<file path="config.mk">
export PLATFORM = sky130hd
export DESIGN_NAME = mult_control_flat
export DESIGN_NICKNAME = d
export VERILOG_FILES = /design/src/rtl/mult_control_if.sv /design/src/rtl/mult_control.sv /design/src/flat_wrapper.sv
export SDC_FILE = /design/constraint.sdc
export NUM_CORES = 1
export LEC_CHECK = 0
export ABC_AREA = 0
export BUFFER_PORTS_ARGS = -buffer_cell sky130_fd_sc_hd__buf_2
export CAP_MARGIN = 5
export CELL_PAD_IN_SITES_DETAIL_PLACEMENT = 0
export CELL_PAD_IN_SITES_GLOBAL_PLACEMENT = 1
export CORE_MARGIN = 3
export CORE_UTILIZATION = 34
export DETAILED_ROUTE_END_ITERATION = 6
export PLACE_DENSITY = 0.75
export SLEW_MARGIN = 20
export SYNTH_ARGS = -nofsm -noshare
export SYNTH_HDL_FRONTEND = slang
export SYNTH_SLANG_ARGS = --single-unit
</file>
<file path="constraint.sdc">
create_clock -name clk -period 4.05 [get_ports clk]
set_clock_uncertainty 0.05 [all_clocks]
set_input_delay 1.215 -clock clk [delete_from_list [all_inputs] [get_ports clk]]
set_output_delay 1.215 -clock clk [all_outputs]
set_load 0.02 [all_outputs]
</file>
<file path="src/rtl/mult_control_if.sv">
// rtl/mult_control_if.sv - handshake bundle between the shift-add multiplier controller and its datapath
interface mult_control_if #(
    parameter int WIDTH = 32
);
    localparam int IW = $clog2(WIDTH) + 1;

    logic          run;
    logic          lsb;
    logic          w_ctrl;
    logic          addu_ctrl;
    logic          srl_ctrl;
    logic          ready;
    logic [IW-1:0] iter;

    // Datapath / requester side
    modport master (
        output run,
        output lsb,
        input  w_ctrl,
        input  addu_ctrl,
        input  srl_ctrl,
        input  ready,
        input  iter
    );

    // Controller side
    modport slave (
        input  run,
        input  lsb,
        output w_ctrl,
        output addu_ctrl,
        output srl_ctrl,
        output ready,
        output iter
    );
endinterface

</file>
<file path="src/rtl/mult_control.sv">
// rtl/mult_control.sv - sequencing FSM for a one-bit-per-cycle shift-add multiplier
module mult_control #(
    parameter int WIDTH = 32
) (
    input  logic          clk,
    input  logic          reset,
    mult_control_if.slave bus
);
    localparam int IW = $clog2(WIDTH) + 1;

    localparam logic [1:0] IDLE = 2'd0;
    localparam logic [1:0] LOAD = 2'd1;
    localparam logic [1:0] CALC = 2'd2;
    localparam logic [1:0] DONE = 2'd3;

    // Last CALC iteration index and the saturation value of the counter
    localparam logic [IW-1:0] ITER_LAST = IW'(WIDTH - 1);
    localparam logic [IW-1:0] ITER_MAX  = IW'(WIDTH);

    logic [1:0]    state_q;
    logic [IW-1:0] iter_q;

    // State and iteration counter; reset wins over every transition
    always_ff @(posedge clk) begin
        if (reset) begin
            state_q <= IDLE;
            iter_q  <= '0;
        end else begin
            case (state_q)
                IDLE: begin
                    // iter keeps the count of the previous operation
                    if (bus.run) begin
                        state_q <= LOAD;
                    end
                end
                LOAD: begin
                    iter_q  <= '0;
                    state_q <= CALC;
                end
                CALC: begin
                    if (iter_q != ITER_MAX) begin
                        iter_q <= iter_q + IW'(1);
                    end
                    if (iter_q == ITER_LAST) begin
                        state_q <= DONE;
                    end
                end
                DONE: begin
                    state_q <= IDLE;
                end
                default: begin
                    state_q <= IDLE;
                end
            endcase
        end
    end

    // Moore strobes come straight from the state register; the add strobe
    // follows the current multiplier bit so add and shift share one edge
    always_comb begin
        bus.w_ctrl    = (state_q == LOAD);
        bus.srl_ctrl  = (state_q == CALC);
        bus.ready     = (state_q == DONE);
        bus.addu_ctrl = (state_q == CALC) & bus.lsb;
        bus.iter      = iter_q;
    end
endmodule

</file>
<file path="src/flat_wrapper.sv">
// flat-port wrapper written by rule: the top's interface ports become plain ports
module mult_control_flat 
#(
    parameter int WIDTH = 32
)
  (clk, reset, bus_run, bus_lsb, bus_w_ctrl, bus_addu_ctrl, bus_srl_ctrl, bus_ready, bus_iter);
  mult_control_if #(.WIDTH(WIDTH)) bus_i ();
  input  logic clk;
  input  logic reset;
  input wire logic [$bits(bus_i.run)-1:0] bus_run;
  input wire logic [$bits(bus_i.lsb)-1:0] bus_lsb;
  output wire logic [$bits(bus_i.w_ctrl)-1:0] bus_w_ctrl;
  output wire logic [$bits(bus_i.addu_ctrl)-1:0] bus_addu_ctrl;
  output wire logic [$bits(bus_i.srl_ctrl)-1:0] bus_srl_ctrl;
  output wire logic [$bits(bus_i.ready)-1:0] bus_ready;
  output wire logic [$bits(bus_i.iter)-1:0] bus_iter;
  assign bus_i.run = bus_run;
  assign bus_i.lsb = bus_lsb;
  assign bus_w_ctrl = bus_i.w_ctrl;
  assign bus_addu_ctrl = bus_i.addu_ctrl;
  assign bus_srl_ctrl = bus_i.srl_ctrl;
  assign bus_ready = bus_i.ready;
  assign bus_iter = bus_i.iter;
  mult_control #(.WIDTH(WIDTH)) u_core (.clk(clk), .reset(reset), .bus(bus_i));
endmodule
</file>
### After elaboration in Yosys (flattened, before gate mapping)

Cells that the tools add are included.

* bits in registers: 8
* output and inout bits: 10

* bitwise logic cells: 1
* equal/unequal tests: 8
* reduce and logical (&&, ||, !) cells: 4
* add/subtract/negate cells: 1
* multiplexer cells: 5

Operator list (count)
* 6-bit one-hot mux with 2 select lines: 1
* 2-bit one-hot mux with 4 select lines: 1
* 6-bit by 1-bit adder with 6-bit output (second input constant): 1
* 6-bit by 5-bit == test with 1-bit output (second input constant): 1
* 6-bit 2-to-1 mux: 1
* 6-bit inequality test (second input constant): 1
* 2-bit == test (second input constant): 2
* 2-bit 2-to-1 mux: 2
* 2-bit by 1-bit inequality test with 1-bit output (second input constant): 2
* 2-bit AND reduction: 2
* 2-bit by 1-bit == test with 1-bit output (second input constant): 1
* 2-bit zero test: 1
* 2-bit inequality test (second input constant): 1
* 2-bit nonzero test: 1
* 1-bit bitwise AND: 1

### Logic depth before layout (Yosys ltp)

* depth after elaboration: 3
* gate-level depth with buffers: 6

### Worst setup path before layout

Ideal clock, no wire load.

* path type: input to output
* start point: in bus_lsb
* end point: out bus_addu_ctrl
* stages on the path: 1
* path slack: 1.354 ns
* data arrival time: 1.431 ns
* data required time: 2.785 ns
* cell sequence: and2_1

* longest elaborated chain between the ends: 1

RTL lines
* start: declaration: RTL line flat_wrapper.sv:11 `input wire logic [$bits(bus_i.lsb)-1:0] bus_lsb;`
* 1-bit bitwise AND: RTL line mult_control.sv:64 `bus.addu_ctrl = (state_q == CALC) & bus.lsb;`
* end: declaration: RTL line flat_wrapper.sv:13 `output wire logic [$bits(bus_i.addu_ctrl)-1:0] bus_addu_ctrl;`

Every way passes these cells.

### Final worst setup path

Same ends and word-level chain as after synthesis.

==> summary.txt <==
CTS
  – Maximum clock path buffer count: 2
  – Inserted Clock Buffers: 3
  – Clk root buf: clkbuf_4
  – Post-CTS Setup Inserts: 0
  – Clock tree sinks: 8
  – H-tree Lvls: 1
  – CTS tree: done
  – Worst-Skew Late Latency: approximately 0.25 ns
  – Post-CTS Hold Buffers: 0
  – Post-CTS sizing: 0
  – Clock Pin Slew Worst Setup and Hold Paths: 0.05 ns

Placement
  – Post-DP Area: 569.3 um2
  – DP HPWL: 785.9 um
  – Placement Setup Slack: 1.187 ns
  – Port Buf Inserts: 13
  – RD Place Congestion: 0.7350

Global route
  – GRT Total Usage: roughly an eighth
  – Global-route wire length before repair: roughly 1700 um
  – Pin count of the biggest net entering global routing: 16
  – Total global routing overflow: 0
  – Initial antenna violation count: 0
  – Vias in the first global route: 400

Min path
  – Hold Path Depth: 2
  – Hold Path Class: flop to flop

Cells and area
  – Post-route cell area: 591.8 um2
  – Antenna Cells: 0
  – Fraction of layout cells with a size suffix above 1: 22.97%
  – Post-route core utilization: 44.37%
  – Most frequent cells in the layout: buf_2, dfxtp_1, inv_1, a21oi_1, ha_1
  – Area Overhead vs Synth: 20.05%
  – Most common cell after layout, fill and taps aside: buf_2
  – Nets: 86

STA
  – Crit share post-route: 70.67%
  – Count of final setup violators: 0
  – Fin crit period: 2.862 ns
  – Setup repair after global routing missed its margin: no
  – Final hold viol count: 0
  – Sum Neg Setup Slack: 0 ns
  – Fin. max-slew vios: 0
  – Rel. slew slack: 68.77%
  – Hold slack: roughly 0.45 ns
  – Worst Tran Pin Value: 0.4685 ns
  – Fin worst setup slack: 1.188 ns
  – Max Clk Rate: 0.3494 GHz

Worst setup path
  – Worst r2r path cells: 5
  – Critical Path RT: 2.78 ns
  – Most frequent CP cell: buf_2
  – CP max FO: 1
  – CP cell instances: buf_2 > and2_1 > buf_2
  – Slowest cell delay on critical path: 0.15 ns
  – Setup CP Type: input port to output pin
  – Slowest-stage cell, CP: buf_2
  – Crit start category: input port
  – CP Capture Type: output pin
  – Crit path arrival time: 1.60 ns

Floorplanning
  – Core Area: 1334 um2
  – Die H: 44.08 um
  – Io pins: 14
  – Die Wd: ~44 um
  – Starting Density: between 30% and 40%
  – Num rows: 13
  – Die area: approximately 1900 um2

Synthesis
  – Unique masters post-synth: 23
  – Synthesized Nets: 70
  – Gate Count Post-Synth: 60
  – Synth warn: 0
  – Cell area after synthesis: roughly 490 um2
  – Flops & latches, synth: 8
  – Mean Syn Cell Area: 8.216 um2
  – Sequential share of the synthesized area: between 30% and 40%

Detailed routing
  – Residual DRC: 0
  – Via count: 458
  – Vias/cell: 5.146
  – DR WL/cell: 11.47 um
  – WL final: 1021 um
  – Pre-Repair DR Iteration Count: 3
  – DR iter-0 viols: 2
  – ANT nets after route: 0

Power
  – Static Leak: between 0.2 and 0.3 nW
  – Max rail drop VDD: 0.0002353 V
  – Power Dens Cells: about 540 nW/um2

Status
  – Status: finished, final reports clean

Job
  – Max Cap Violations: 0
-- flip-flops by register name, summed over array words and instances (netlist names) --
name and cells:
u_core.bus.iter 6, u_core.state_q 2
-- logic make-up (layout without fill, tap and decap cells) --
family | count (synthesis) | after routing | synth area share, %
adders and majority gates | 6 | 6 | 15.23
DFF | 8 | 8 | 32.49
buffers and inverters | 8 | 22 | 6.092
muxes | 1 | 1 | 2.031
and+or+nand+nor | 21 | 21 | 23.60
AOI/OAI and AO/OA | 16 | 16 | 20.56
-- worst max-delay path, delay by kind of cell --
family / cells / cell delay (ns)
buffers and inverters: 2 / 0.24
AND/OR/NAND/NOR: 1 / 0.14
-- per-stage QoR --
stage | power [mW] | std cells
after CTS | 0.3233 | 89
after floorplan | 0.2254 | 60
after global placement | 0.2610 | 86
final | 0.3199 | 89
after global routing | 0.3522 | 89
after detailed placement | 0.2618 | 86
-- report_power, final --
part           switching (mW)  total, mW  internal (mW)
logic                  0.0922      0.151         0.0589
clock network          0.0265     0.0604         0.0339
registers              0.0156      0.108         0.0928
total                   0.134      0.320          0.186
-- path summary, 6_finish.rpt --
kind | start | endpoint | slack [ns]
hold reg to reg | u_core.state_q[1] | u_core.state_q[1] | 0.45
setup reg to reg | u_core.state_q[0] | u_core.bus.iter[2] | 2.25
setup / recovery | bus_lsb | bus_addu_ctrl | 1.19
hold / removal | u_core.state_q[1] | u_core.state_q[1] | 0.45
-- layer usage --
layer  track usage, %  vias up  part of all wire (%)
li1                 -      244                     -
met1            16.67      202                    51
met2            16.86       10                    41
met3            4.472        2                   6.4
met4            7.229        0                   1.9
met5                0        -                     0
-- Yosys cell counts, drive strengths merged --
| cell | n | area [um2] |
|---|---|---|
| nand3b | 2 | 15.01 |
| nand2 | 5 | 18.77 |
| a21bo | 1 | 10.01 |
| dfxtp | 8 | 160.2 |
| ha | 6 | 75.07 |
| nor4b | 1 | 8.760 |
| or3 | 1 | 6.260 |
| mux2i | 1 | 10.01 |
| nor2 | 1 | 3.750 |
| a31oi | 3 | 18.77 |
| and2 | 1 | 6.260 |
| nand3 | 3 | 15.01 |
| inv | 6 | 22.52 |
| o32ai | 1 | 8.760 |
| o221a | 1 | 11.26 |
| a21oi | 6 | 30.03 |
| clkbuf | 2 | 7.510 |
| o21ai | 3 | 15.01 |
| and3 | 2 | 12.51 |
| o31ai | 1 | 7.510 |
| nor3 | 3 | 15.01 |
| nor2b | 1 | 6.260 |
| or3b | 1 | 8.760 |
-- layout make-up --
| cell class | instances | area [um2] |
|---|---|---|
| Sequential cell | 8 | 160.2 |
| Timing Repair Buffer | 13 | 65.06 |
| Clock buffer | 3 | 22.52 |
| Fill cell | 143 | 742.0 |
| Inverter | 6 | 22.52 |
| Tap cell | 15 | 18.77 |
| Multi-Input combinational cell | 44 | 302.8 |
(Power assumes the default switching activity.)
